$ cat src/rtl/register_file.sv
// -----------------------------------------------------------------------------
// register_file
//   Parametrised register file: DEPTH words of WIDTH bits, two combinational
//   read ports and one byte-masked write port. A write presented in a cycle is
//   visible on a matching read port in that same cycle (write-to-read bypass),
//   so the decode stage sees a value while it is being written back.
//   Entry 0 can be hardwired to zero (ZERO_REG=1).
//
// Parameters
//   WIDTH     word width in bits, multiple of 8
//   DEPTH     number of entries, power of two >= 2
//   ZERO_REG  1: entry 0 always reads 0 and ignores writes
//
// Ports
//   clk          clock, all state updates on the rising edge
//   rst          synchronous active-high reset, clears every entry
//   writeEnable  write enable, active low
//   writeAddr    entry to write
//   writeMask    byte-lane enable, bit k covers writeData[8k+7:8k]
//   writeData    data to write
//   readAddr0/1  read port addresses
//   readData0/1  read port data (combinational, bypassed)
// -----------------------------------------------------------------------------
module register_file #(
  parameter int WIDTH    = 32,
  parameter int DEPTH    = 32,
  parameter int ZERO_REG = 1
) (
  input  logic                     clk,
  input  logic                     rst,
  input  logic                     writeEnable,
  input  logic [$clog2(DEPTH)-1:0] writeAddr,
  input  logic [WIDTH/8-1:0]       writeMask,
  input  logic [WIDTH-1:0]         writeData,
  input  logic [$clog2(DEPTH)-1:0] readAddr0,
  output logic [WIDTH-1:0]         readData0,
  input  logic [$clog2(DEPTH)-1:0] readAddr1,
  output logic [WIDTH-1:0]         readData1
);

  localparam int ADDR_W  = $clog2(DEPTH);
  localparam int LANES   = WIDTH / 8;
  localparam bit ZERO_EN = (ZERO_REG != 0);

  // Reject illegal geometries at elaboration time.
  generate
    if ((WIDTH % 8) != 0 || WIDTH < 8) begin : gBadWidth
      $error("register_file: WIDTH must be a positive multiple of 8");
    end
    if (DEPTH < 2 || (DEPTH & (DEPTH - 1)) != 0) begin : gBadDepth
      $error("register_file: DEPTH must be a power of two >= 2");
    end
  endgenerate

  // Overlay the enabled byte lanes of newWord onto oldWord.
  function automatic logic [WIDTH-1:0] mergeLanes(
    input logic [WIDTH-1:0] oldWord,
    input logic [WIDTH-1:0] newWord,
    input logic [LANES-1:0] mask
  );
    logic [WIDTH-1:0] result;
    result = oldWord;
    for (int k = 0; k < LANES; k++) begin
      if (mask[k]) begin
        result[8*k +: 8] = newWord[8*k +: 8];
      end else begin
        result[8*k +: 8] = oldWord[8*k +: 8];
      end
    end
    return result;
  endfunction

  logic [WIDTH-1:0] memArray_r [DEPTH];

  logic writeToZero_s;
  logic writeCommit_s;
  logic bypassHit0_s;
  logic bypassHit1_s;
  logic zeroHit0_s;
  logic zeroHit1_s;

  // Decode write commit, bypass hits and zero-register hits.
  always_comb begin
    writeToZero_s = ZERO_EN && (writeAddr == {ADDR_W{1'b0}});
    writeCommit_s = !writeEnable && !writeToZero_s;
    // Bypass is suppressed during reset so reads show stored contents.
    bypassHit0_s  = !rst && !writeEnable && (writeAddr == readAddr0);
    bypassHit1_s  = !rst && !writeEnable && (writeAddr == readAddr1);
    zeroHit0_s    = ZERO_EN && (readAddr0 == {ADDR_W{1'b0}});
    zeroHit1_s    = ZERO_EN && (readAddr1 == {ADDR_W{1'b0}});
  end

  // Storage update: reset clears everything and wins over a same-cycle write.
  always_ff @(posedge clk) begin
    if (rst) begin
      for (int i = 0; i < DEPTH; i++) begin
        memArray_r[i] <= {WIDTH{1'b0}};
      end
    end else if (writeCommit_s) begin
      memArray_r[writeAddr] <= mergeLanes(memArray_r[writeAddr], writeData, writeMask);
    end
  end

  // Read port 0: zero register first, then bypass merge, then stored word.
  always_comb begin
    readData0 = {WIDTH{1'b0}};
    if (zeroHit0_s) begin
      readData0 = {WIDTH{1'b0}};
    end else if (bypassHit0_s) begin
      readData0 = mergeLanes(memArray_r[readAddr0], writeData, writeMask);
    end else begin
      readData0 = memArray_r[readAddr0];
    end
  end

  // Read port 1: same priority as port 0, fully independent.
  always_comb begin
    readData1 = {WIDTH{1'b0}};
    if (zeroHit1_s) begin
      readData1 = {WIDTH{1'b0}};
    end else if (bypassHit1_s) begin
      readData1 = mergeLanes(memArray_r[readAddr1], writeData, writeMask);
    end else begin
      readData1 = memArray_r[readAddr1];
    end
  end

endmodule

$ cat config.mk
export PLATFORM = sky130hd
export DESIGN_NAME = register_file
export DESIGN_NICKNAME = d
export VERILOG_FILES = /design/src/rtl/register_file.sv
export SDC_FILE = /design/constraint.sdc
export NUM_CORES = 2
export LEC_CHECK = 0
export CAP_MARGIN = 25
export CORE_UTILIZATION = 45
export CTS_CLUSTER_SIZE = 25
export DETAILED_ROUTE_END_ITERATION = 16
export SETUP_SLACK_MARGIN = 0.15
export SYNTH_ARGS = -nofsm -noshare
export SYNTH_HDL_FRONTEND = slang
export SYNTH_SLANG_ARGS = --single-unit
$ cat constraint.sdc
create_clock -name clk -period 2.57 [get_ports clk]
set_input_delay 0.514 -clock clk [delete_from_list [all_inputs] [get_ports clk]]
set_output_delay 0.514 -clock clk [all_outputs]
set_load 0.1 [all_outputs]
### Yosys cells after proc, flatten, opt, wreduce, memory -nomap -nowiden

Memories as Yosys holds them, arrays and structs flattened.
Index checks and enable logic that the tools add are counted.
Widths: inputs -> output; s select.

| cells by class | value |
|---|---|
| reduce and logical (&&, ||, !) cells | 15 |
| muxes and demuxes | 32 |
| equality and inequality tests | 6 |

Operator list:

| cell | count |
|---|---|
| $mux 32 | 5 |
| $mux 8 | 20 |
| $reduce_or 32->1 | 1 |
| $logic_not 5->1 | 3 |
| $ne 3x3->1 const B | 4 |
| $eq 5x5->1 | 2 |
| $reduce_and 2->1 | 4 |
| $mux 1 | 5 |
| $mux 5 | 1 |
| $logic_and 1x1->1 | 4 |
| $mux 4 | 1 |
| $logic_not 1->1 | 3 |

| word-level totals | value |
|---|---|
| bits in writable memories | 1,024 |
| bits of input ports | 54 |
| memories kept | 1 |
| bits in registers | 0 |

Memory list:

| memory | depth | width | rd ports | clocked after Yosys merged registers in | wr ports | line | text |
|---|---|---|---|---|---|---|---|
| memArray_r | 32 | 32 | 2 | 0 | 32 | 73 | `logic [WIDTH-1:0] memArray_r [DEPTH];` |

### Logic depth before layout (Yosys ltp)

| depth | value |
|---|---|
| word-level depth | 9 |
| depth in mapped cells | 10 |
| depth with buffers taken out | 6 |

### Worst setup path after synthesis

OpenSTA, ideal clock, no wires.

| timing path | value |
|---|---|
| kind | in2out |
| start point | input readAddr0[0] |
| end point | output readData0[10] |
| setup slack | -1,811 ps |
| stages on the path | 10 |
| path buffers | 4 |
| data required time | 2,056 ps |
| arrival | 3,867 ps |
| cell sequence | buf_6 buf_12 buf_12 buf_6 mux2i_1 a221oi_1 nor2_1 nor2_1 a221oi_1 o21ai_0 |

| on the way | value |
|---|---|
| longest elaborated chain between the ends | 4 |
| elaborated cells on any way between the ends | 7 |

Ends and longest elaborated chain:

| element | line | text |
|---|---|---|
| start, declared | 35 | `input logic [$clog2(DEPTH)-1:0] readAddr0,` |
| $mem_v2 32x32 or $eq 5x5->1 (tied branches) | - |  |
| $mux 8 or $logic_and 1x1->1 (tied branches) | 64, 87 |  |
| $mux 32 | 109 | `end else if (bypassHit0_s) begin` |
| $mux 32 (*) | 107 | `if (zeroHit0_s) begin` |
| end, declared | 36 | `output logic [WIDTH-1:0] readData0,` |

Every way passes the cells marked *; elsewhere a longest branch is shown, timed or not.

==> metrics.md <==
| Metric | Value |
|---|---|
| Vias in the first global route | 40416 |
| Failing checks | setup timing |
| Worst setup EP type | primary output |
| Final setup vio count | 64 |
| Critical path cell sequence | mux4_2 > mux2_4 > a221o_1 > a22o_4 > buf_12 |
| Final Hold Vio Count | 0 |
| Startpoint of the lowest-slack hold path | rst |
| Gate Count Post-Synth | 4257 |
| Synth-to-layout area growth | 29.49% |
| Synth top area cells | edfxtp_1 54%, and2_1 11%, mux4_2 11% |
| CTS H-tree lvls | 3 |
| Initial Utilization | 0.4549 |
| First-pass DRT Iterations | 6 |
| Setup crit start kind | flip-flop |
| Rows | 130 |
| Worst Setup Slack, final | -0.7005 ns |
| YS warnings | 0 |
| Dpl hpwl | 148.1 mm |
| TritonCTS clock tree | done |
| Pwr dens | 620.9 mW/mm^2 |
| Num ports | 118 |
| RSZ-0062 raised after global routing | yes |
| EDFF count, synth | 1024 |
| Cell taking the most area after synthesis | edfxtp_1 |
| Synth Cell Area | 0.05727 sq mm |
| Die width | 358.7 microns |
| Clock buffer depth | 3 |
| First-pass GRT wire length | 292.9 mm |
| Slowest-stage cell, CP | mux4_2 |
| Max Cap Viol | 0 |
| Commonest cells after routing, fill and taps aside | 1024 x edfxtp_1, 997 x and2_1, 663 x buf_4 |
| Initial antenna violation count | 1 |
| Aggregate global routing overflow | 0 |
| CP Max Fanout | 2 |
| Type of the most critical hold path | input pin to flip-flop |
| Max Fclk | 305.8 MHz |
| Final Critical Period | 3.271 ns |
| Seq/Total Area, Yosys | 0.5369 |
| Hold path cells | 2 |
| Post-route DRC | 0 |
| Worst hold margin | 0.3487 ns |
| P_leak | 27.99 nW |
| CP Class | flip-flop to primary output |
| Most common cell after layout, fill and taps aside | edfxtp_1 |
| Layout cells sized above 1 | 0.3686 |
| Cts bufs inserted | 112 |
| Gr usage total | 0.3197 |
| Clock transition at path regs | 0.06 ns |
| Fill count | 9886 |
| CP arrival | 2.76 ns |
| Detailed-route via count | 41887 |
| Syn Area/Cell | 13.45 sq um |
| Peak VDD IR | 0.5116 mV |
| Slew @ Worst Pin | 0.8829 ns |
| Post-synth top area share | 0.5369 |
| Nets | 5059 |
| Wire length per cell | 31.04 microns |
| Drt initial violations | 4837 |
| Critical Path RT | 2.06 ns |
| Core footprint | 0.1259 sq mm |
| Outcome | complete, but fails checks |
| CTS Sinks | 1024 |
| Final period utilization | 1.273 |
| Drt via density | 6.204 |
| Layout Utilization | 0.5891 |
| Post-Route WL | 209.6 mm |
| Pins Over Slew Limit | 0 |
| Synth Flop Type | edfxtp_1 |
| ANT nets after route | 0 |
| Netlist cell types | 64 |
| Area of the multi-input gates | 0.02704 sq mm |
| DIE AREA | 0.1287 sq mm |
| Slew HR | 0.4100 |
| I/O Buffers | 117 |
| CP delay by family, top | multiplexers |
| Max reg flops | 1024 |
| Synthesis-stage register bit count | 1024 |
| Register area | 0.03075 sq mm |
| RePlAce Congestion | 0.9516 |
| Buffers plus inverters on the worst setup path | 1 |
| Die Height | 358.7 microns |
| Top Registers | memArray_r: 1024 flops |
| Largest net degree at the start of global routing | 129 |
| Ys async rst share | 0 |
| Clk Tree Root Cell | clkbuf_16 |
| Critical path's largest stage delay | 0.54 ns |
| Largest register by flop count | memArray_r |
| Hold EP | memArray_r[0][16]$_SDFFCE_PN0P_ |
[worst max-delay path by stage]
stage	start	endpoint	slack, ns	cells after the start
global placement	writeAddr[2]	readData0[19]	-1.15	9
finish	memArray_r[19][21]$_SDFFCE_PN0P_	readData0[21]	-0.70	5
CTS	memArray_r[19][21]$_SDFFCE_PN0P_	readData0[21]	-0.72	5
detailed placement	writeAddr[2]	readData0[19]	-1.14	9
global route	memArray_r[19][21]$_SDFFCE_PN0P_	readData0[21]	-0.75	5
floorplan	readAddr0[0]	readData0[7]	-0.31	9
[metrics by stage]
step           worst slack, ns  instance area, sq um  cells  power [mW]  setup TNS, ns
2_1_floorplan          -0.3081                 58470   4288       24.61         -8.719
3_3_place_gp            -1.145                 66420   6409       27.93        -728.00
3_5_place_dp            -1.136                 66420   6409       28.00        -695.89
4_1_cts                -0.7185                 72620   6691       45.67         -36.36
5_1_grt                -0.7467                 74160   6751       47.07         -38.39
6_report               -0.7005                 74160   6752       46.05         -36.37
[cells by family (layout without fill, tap and decap cells)]
kind of cell / Yosys count / in the layout / synth area share
simple gates: 1516 / 1517 / 0.1530
compound gates: 589 / 589 / 0.07942
xor+xnor: 10 / 10 / 0.001529
mux: 749 / 749 / 0.1911
buf+inv: 368 / 1180 / 0.03797
flops: 1024 / 1024 / 0.5369
other cells: 1 / 33 / 0.00006548
[final cells by class]
cell class	instances	share of cell area
flip-flops and latches	1024	0.4146
repair buffers	964	0.1399
clock buffers	128	0.03918
multi-input cells	2897	0.3647
well taps	1650	0.02784
clock inverters	82	0.01345
inverters	6	0.0003206
diodes	1	0.00003374
[routing by layer]
metal	vias to the layer above	part of all wire	GRT usage
li1	17858	-	-
met1	21452	0.41	0.4419
met2	2177	0.46	0.4963
met3	400	0.094	0.06442
met4	0	0.039	0.1247
met5	-	0	0
[where the power goes]
| part | leakage [nW] | switching (mW) | internal, mW |
|---|---|---|---|
| registers | 9.74 | 0.496 | 19.3 |
| clock network | 1.90 | 7.11 | 10.2 |
| logic | 16.4 | 5.20 | 3.76 |
[timing repair]
item,CTS,global route
endpoints found under the hold margin,0,0
pin swaps,147,82
buffers inserted,62,47
endpoints found under the setup margin,108,292
hold buffers,0,0
gates resized for setup,319,164
cloned,10,13
[cell usage after synthesis, types with 9 or more instances]
master / count
a211oi_1: 9
a21oi_1: 47
a221o_1: 20
a221oi_1: 205
a22o_1: 17
a22oi_1: 76
a32o_1: 22
and2_1: 1001
buf_1: 20
buf_2: 53
buf_4: 20
buf_6: 44
buf_8: 17
clkbuf_1: 200
edfxtp_1: 1024
mux2i_1: 473
mux4_2: 269
nand2_1: 93
nand2b_1: 19
nand3_1: 51
nor2_1: 174
nor2b_1: 9
nor3_1: 25
o211ai_1: 16
o21a_1: 9
o21ai_0: 95
o21ai_1: 9
o31ai_1: 9
or2_2: 127
xnor2_1: 10
Note: power is estimated with default switching activity, not from simulation.
